[src/rtl/hex_sched_pkg.sv]
// Purpose : shared types and sizes for the hex display scheduler slice.
// Latency : n/a (declarations only).
// Backpressure: n/a (declarations only).
//
// Contents: NSRC (number of sources), COORD_W (coordinate width),
//           SRC_W (source index width), state_t (scheduler FSM states).
package hex_sched_pkg;

   localparam int NSRC    = 4;
   localparam int COORD_W = 12;
   localparam int SRC_W   = 2;

   typedef enum logic [1:0] {
      IDLE = 2'd0,
      SHOW = 2'd1,
      NEXT = 2'd2
   } state_t;

endpackage : hex_sched_pkg

[src/rtl/rr_next_finder.sv]
// Purpose : round-robin search for the next present source after ptr.
// Latency : combinational, zero cycles.
// Backpressure: none; pure function of its inputs.
//
// Ports:
//   present [NSRC-1:0]  - per-source present flags
//   ptr     [SRC_W-1:0] - search base; candidates are ptr+1, ptr+2, ... ptr
//   nxt     [SRC_W-1:0] - first present candidate (ptr itself checked last);
//                         returns ptr when no flag is set
module rr_next_finder
   import hex_sched_pkg::*;
(
   input  logic [NSRC-1:0]  present,
   input  logic [SRC_W-1:0] ptr,
   output logic [SRC_W-1:0] nxt
);

   logic             found;
   logic [SRC_W-1:0] cand;

   // The index arithmetic wraps naturally in SRC_W bits, so k = NSRC lands
   // back on ptr, which makes ptr the last candidate examined.
   always_comb begin
      nxt   = ptr;
      found = 1'b0;
      cand  = '0;
      for (int k = 1; k <= NSRC; k++) begin
         cand = ptr + SRC_W'(k);
         if (!found && present[cand]) begin
            nxt   = cand;
            found = 1'b1;
         end
      end
   end

endmodule : rr_next_finder

[src/rtl/hex_display_scheduler.sv]
// Purpose : latch four 12-bit coordinate sources and rotate them onto one hex display.
// Latency : value accepted at an edge is visible on o_coord the next cycle; ack 1 cycle.
// Backpressure: none; every valid is accepted and acked, i_freeze only pauses rotation.
//
// Ports:
//   i_clk            - single clock, all registers on rising edge
//   i_rst            - synchronous active-high reset
//   i_valid [3:0]    - per-source offer strobe
//   i_data  [3:0][11:0] - per-source coordinate value
//   i_freeze         - hold the current source and pause the dwell count
//   o_ack   [3:0]    - per-source one-cycle acknowledge
//   o_coord [11:0]   - value for the downstream three-digit hex decoder
//   o_src   [1:0]    - index of the source on display
//   o_blank          - display driven dark
//
// Build option: define HEX_SCHED_FLASH_EN to blank the display for FLASH_LEN
// cycles whenever the shown value or the shown source changes.
module hex_display_scheduler
   import hex_sched_pkg::*;
#(
   parameter int DWELL     = 50_000_000,
   parameter int FLASH_LEN = 5_000_000
)
(
   input  logic                           i_clk,
   input  logic                           i_rst,
   input  logic [NSRC-1:0]                i_valid,
   input  logic [NSRC-1:0][COORD_W-1:0]   i_data,
   input  logic                           i_freeze,
   output logic [NSRC-1:0]                o_ack,
   output logic [COORD_W-1:0]             o_coord,
   output logic [SRC_W-1:0]               o_src,
   output logic                           o_blank
);

   // DWELL-1 must fit the counter; DWELL = 2^26 needs exactly 26 bits.
   localparam int                CNT_W    = $clog2(DWELL);
   localparam logic [CNT_W-1:0]  CNT_LAST = CNT_W'(DWELL - 1);

   // Elaboration-time range checks on the configuration.
   if (DWELL < 2 || DWELL > (1 << 26)) begin : g_dwell_range
      $error("hex_display_scheduler: DWELL out of range 2..2^26");
   end
   if (FLASH_LEN < 1) begin : g_flash_range
      $error("hex_display_scheduler: FLASH_LEN must be at least 1");
   end

   // ---------------------------------------------------------------
   // Per-source capture: hold registers, present flags, acknowledges
   // ---------------------------------------------------------------
   logic [NSRC-1:0][COORD_W-1:0] hold;
   logic [NSRC-1:0]              present;

   always_ff @(posedge i_clk) begin
      if (i_rst) begin
         hold    <= '0;
         present <= '0;
         o_ack   <= '0;
      end else begin
         // Every offer is taken unconditionally, so the ack is simply the
         // registered valid vector.
         o_ack   <= i_valid;
         present <= present | i_valid;
         for (int n = 0; n < NSRC; n++) begin
            if (i_valid[n]) begin
               hold[n] <= i_data[n];
            end
         end
      end
   end

   // ---------------------------------------------------------------
   // Rotation FSM
   // ---------------------------------------------------------------
   state_t             state, state_nxt;
   logic [SRC_W-1:0]   ptr, ptr_nxt;
   logic [CNT_W-1:0]   cnt, cnt_nxt;
   logic [SRC_W-1:0]   find_base;
   logic [SRC_W-1:0]   rr_nxt;
   logic               disp_active;

   // Out of IDLE we want the lowest present index; searching from the top
   // index makes index 0 the first candidate, so one finder serves both the
   // initial pick and the round-robin step.
   assign find_base = (state == IDLE) ? SRC_W'(NSRC - 1) : ptr;

   rr_next_finder u_rr_next_finder (
      .present (present),
      .ptr     (find_base),
      .nxt     (rr_nxt)
   );

   always_ff @(posedge i_clk) begin
      if (i_rst) begin
         state <= IDLE;
         ptr   <= '0;
         cnt   <= '0;
      end else begin
         state <= state_nxt;
         ptr   <= ptr_nxt;
         cnt   <= cnt_nxt;
      end
   end

   always_comb begin
      state_nxt   = state;
      ptr_nxt     = ptr;
      cnt_nxt     = cnt;
      o_coord     = '0;
      o_src       = '0;
      disp_active = 1'b0;

      case (state)
         IDLE: begin
            if (|present) begin
               state_nxt = SHOW;
               ptr_nxt   = rr_nxt;
               cnt_nxt   = '0;
            end
         end
         SHOW: begin
            // The count is left at CNT_LAST on the way out; NEXT clears it.
            if (!i_freeze) begin
               if (cnt == CNT_LAST) begin
                  state_nxt = NEXT;
               end else begin
                  cnt_nxt = cnt + 1'b1;
               end
            end
         end
         NEXT: begin
            state_nxt = SHOW;
            ptr_nxt   = rr_nxt;
            cnt_nxt   = '0;
         end
         default: begin
            state_nxt = IDLE;
            ptr_nxt   = '0;
            cnt_nxt   = '0;
         end
      endcase

      // SHOW and NEXT both present the current pointer; the coordinate is
      // read straight from the hold register so a fresh value appears the
      // cycle after it is accepted.
      if (state == SHOW || state == NEXT) begin
         o_coord     = hold[ptr];
         o_src       = ptr;
         disp_active = 1'b1;
      end
   end

   // ---------------------------------------------------------------
   // Blanking
   // ---------------------------------------------------------------
`ifdef HEX_SCHED_FLASH_EN
   localparam int FL_W = $clog2(FLASH_LEN + 1);

   logic [FL_W-1:0] flash_cnt;
   logic            flash_load;

   // A new value on the shown source, or a hop to a different source, both
   // change what the viewer sees, so both restart the dark interval.
   assign flash_load = (disp_active && i_valid[ptr]) ||
                       (state == NEXT && rr_nxt != ptr);

   always_ff @(posedge i_clk) begin
      if (i_rst) begin
         flash_cnt <= '0;
      end else if (flash_load) begin
         flash_cnt <= FL_W'(FLASH_LEN);
      end else if (flash_cnt != '0) begin
         // Deliberately not gated by i_freeze.
         flash_cnt <= flash_cnt - 1'b1;
      end
   end

   assign o_blank = !disp_active || (flash_cnt != '0);
`else
   assign o_blank = !disp_active;
`endif

endmodule : hex_display_scheduler

[config.mk]
export PLATFORM = sky130hd
export DESIGN_NAME = hex_display_scheduler
export DESIGN_NICKNAME = d
export VERILOG_FILES = /design/src/rtl/hex_sched_pkg.sv /design/src/rtl/rr_next_finder.sv /design/src/rtl/hex_display_scheduler.sv
export SDC_FILE = /design/constraint.sdc
export NUM_CORES = 1
export LEC_CHECK = 0
export CORE_MARGIN = 4
export CORE_UTILIZATION = 55
export CTS_BUF_LIST = sky130_fd_sc_hd__clkbuf_4 sky130_fd_sc_hd__clkbuf_8
export CTS_CLUSTER_SIZE = 24
export DETAILED_ROUTE_END_ITERATION = 8
export PLACE_DENSITY_LB_ADDON = 0.08
export REMOVE_ABC_BUFFERS = 1
export SLEW_MARGIN = 20
export SYNTH_ARGS = -nofsm -noshare
export SYNTH_HDL_FRONTEND = slang
export SYNTH_SLANG_ARGS = --single-unit
[constraint.sdc]
create_clock -name i_clk -period 2.5 [get_ports i_clk]
set_input_delay 0.25 -clock i_clk [delete_from_list [all_inputs] [get_ports i_clk]]
set_output_delay 0.25 -clock i_clk [all_outputs]
set_load 0.01 [all_outputs]
==> results.ini <==
[global_route]
grt_pass1_vias = 3515
grt_use_total_pct = 23.7
grt_overflow = 0
antenna_found_initial = 0
grt_pass1_wl_um = 17000
grt_start_max_net_pins = 36

[timing]
max_freq_ghz = 0.417
fin_skew_ps = 10.5
setup_viol = 0
rsz0062_at_grt = false
layout_setup_ws_ps = 101
slew_violations = 0
max-slew-margin-rel_pct = 61.2
worst_pin_slew_ps = 580
finalSetupTns_ps = 0
hold_viol_final = 0
post-route-period-util_pct = 96.0
period_needed_ps = 2400

[cts]
h-tree-depth = 3
clk_latency_ps = 350
cts_buffer_depth = 2
cts_root_buf = clkbuf_8
cts_hold_buf = 0
clk_pin_slew_ps = 90
numCtsBuffers = 9
cts_tree = done
cts_sinks = 86
post-cts-setup-buffers = 0

[floorplan]
die_h_um = 96.4
core_mm2 = 0.00741
die_x_um = 96.4
die-area_mm2 = 0.00929
io_pins = 74
start_util_pct = 58.0
rows = 31

[route]
vias = 3633
wl_per_cell_um = 16.5
drtPass1Iterations = 4
drt-initial-drc-count = 173
vias_per_cell = 5.70
routed_wl_um = 10500
ant_nets = 0
drc_errors = 0

[setup_path]
path_buf_inv = 2
r2r_cells = 6
cp-end-kind = output port
critPathKind = flop to output port
path_max_fanout = 15
worstPathArrival_ps = 2150
crit_chain = inv_1 > ha_1 > and2_1 > clkdlybuf4s50_1
reg2reg_slack_ps = 210
cp-start-kind = flop
cp_top_family = buffers and inverters
reg2reg_to = cnt[19]$_SDFFE_PP0P_
r2r_start = state[1]$_SDFFE_PP0P_
cp.required_ps = 2250
slowest_delay_ps = 580
cp_slowest_cell = ha_1

[min_path]
whs_path_depth = 4
hold_start = i_rst
hold_end = cnt[0]$_SDFFE_PP0P_
hp-class = input port to flop

[synth]
synth_area_mm2 = 0.00429
synth-edff-count = 0
ys_seq_elements = 86
yosys-top-cells-area = dfxtp_1 40%, mux2i_1 12%, nor2_1 7.0%
async_flop_share_pct = 0
synth_top_area_share_pct = 40.1
yosysSeqAreaShare_pct = 40.1
ys_types = 60
synth.avg_cell_area_um2 = 9.40
synth-warning-count = 0
postSynthCellCount = 457
synth_ff_type = dfxtp_1
synth_largest_area_cell = dfxtp_1

[power]
peakVddDrop_v = 0.000371
p_leak_nw = 2.14
pwr_density_cell_mw_per_mm2 = 601

[placed_design]
dp_hpwl_um = 7590
dp_cells = 621
gp_congestion = 0.896
dp_slack_ps = 237
portBuffers = 73

[finish]
area_growth_pct = 25.8
fin_cells = 637
fill_cells = 581
drive_above_1_share_pct = 13.0
n_antenna_cell = 0
num-nets-final = 592

[flow_run]
maxCapViolations = 0

[run_status]
outcome = finished, final reports clean

## how the worst max path moves through the flow
stage / endpoint / slack (ps) / depth (start not counted) / from
after global routing: o_coord[8] / 0.2 / 4 / state[0]$_SDFFE_PP0P_
after detailed placement: o_coord[8] / 240 / 3 / ptr[1]$_SDFFE_PP0P_
after CTS: o_coord[8] / 70 / 4 / state[1]$_SDFFE_PP0P_
after global placement: o_coord[10] / 290 / 3 / ptr[1]$_SDFFE_PP0P_
after floorplan: cnt[13]$_SDFFE_PP0P_ / 250 / 6 / state[0]$_SDFFE_PP0P_
final: o_coord[8] / 100 / 4 / state[1]$_SDFFE_PP0P_
## layer usage
| metal | vias up | routed length, µm | GRT usage (%) |
|---|---|---|---|
| met4 | 0 | 140 | 9.35 |
| met1 | 1724 | 4550 | 29.7 |
| met5 | - | 0 | 0 |
| met2 | 102 | 5220 | 40.9 |
| met3 | 13 | 569 | 3.60 |
| li1 | 1794 | - | - |
## layout by cell type (no fill, tap or decap), drive strengths merged, types with 4 or more instances in the layout
cell | Yosys | routed
inv | 11 | 12
nand2 | 21 | 21
o21ai | 13 | 13
ha | 4 | 4
a211oi | 5 | 5
a21oi | 11 | 11
dfxtp | 86 | 86
and2 | 16 | 16
nand3 | 11 | 11
mux2i | 52 | 52
o211ai | 10 | 10
o2111ai | 5 | 5
nor3 | 8 | 8
or3 | 5 | 5
nor2b | 6 | 6
clkdlybuf4s50 | 0 | 72
a31oi | 4 | 4
buf | 10 | 26
mux4 | 12 | 12
nand2b | 4 | 4
or4 | 4 | 4
xor2 | 10 | 10
nand4 | 7 | 7
clkbuf | 23 | 11
nor2 | 80 | 80
## cell usage after synthesis (2+ instances only)
cell       number
nor2b_1         6
buf_1           5
mux4_2         12
and2_1         16
a21boi_0        2
a22oi_1         2
a311oi_1        2
mux2i_1        52
nand2_1        21
o2111ai_1       5
nand4_1         5
nand2b_1        4
nor3_1          7
and3_1          2
buf_2           5
dfxtp_1        86
inv_1          10
a211oi_1        5
nand4_2         2
o21ai_0        12
xor2_1         10
a31oi_1         2
a2111o_1        3
a21oi_1        11
ha_1            4
or3_1           5
nor2_1         80
o211ai_1       10
or4_1           4
clkbuf_1       23
nand3b_1        3
and4_2          2
nand3_1        11
nor4_4          2
## final cells by class
type	instances	area, µm²	share of cell area [%]
well taps	99	124	2.29
multi-input cells	327	2400	44.5
inverters	11	41.3	0.765
repair buffers	98	913	16.9
clock inverters	5	58.8	1.09
flip-flops and latches	86	1720	31.9
clock buffers	11	139	2.57
## registers in the layout, indices dropped and copies added, names as in the netlist
register / cells
present: 4
o_ack: 4
state: 2
ptr: 2
hold: 48
cnt: 26
## where the power goes
group | switching [mW] | internal [mW] | leakage, nW | total [mW]
clock | 0.502 | 0.487 | 0.0968 | 0.989
combinational | 0.378 | 0.386 | 1.34 | 0.764
sequential | 0.0552 | 1.44 | 0.706 | 1.49
## worst min-delay path: cells and delay by family
kind	cells	cell delay (ps)
AOI/OAI and AO/OA	2	110
buffers and inverters	2	150
## stage by stage
stage | cell area [µm²] | utilization, % | hold WS [ps] | power (mW)
after detailed placement | 5200 | 70.2 | 478 | 2.28
after floorplan | 4160 | - | 319 | 1.93
after global placement | 5200 | 70.2 | 469 | 2.27
after CTS | 5400 | 72.9 | 193 | 3.26
after global routing | 5400 | 72.9 | 231 | 3.41
final | 5400 | 72.9 | 202 | 3.24
## timing repair
action                                  CTS  global route
resized for setup                         1             0
endpoints found under the setup margin   10             0
endpoints found under the hold margin     0             0
## cell families after synthesis
family / after synthesis / synth area share (%)
muxes: 64 / 18.4
adders and majority gates: 4 / 1.17
AOI/OAI and AO/OA: 72 / 12.9
xor gates and xnor gates: 11 / 2.24
buffers and inverters: 44 / 3.99
DFF: 86 / 40.1
and+or+nand+nor: 176 / 21.2
No activity file was read; power rests on OpenSTA's default activity.
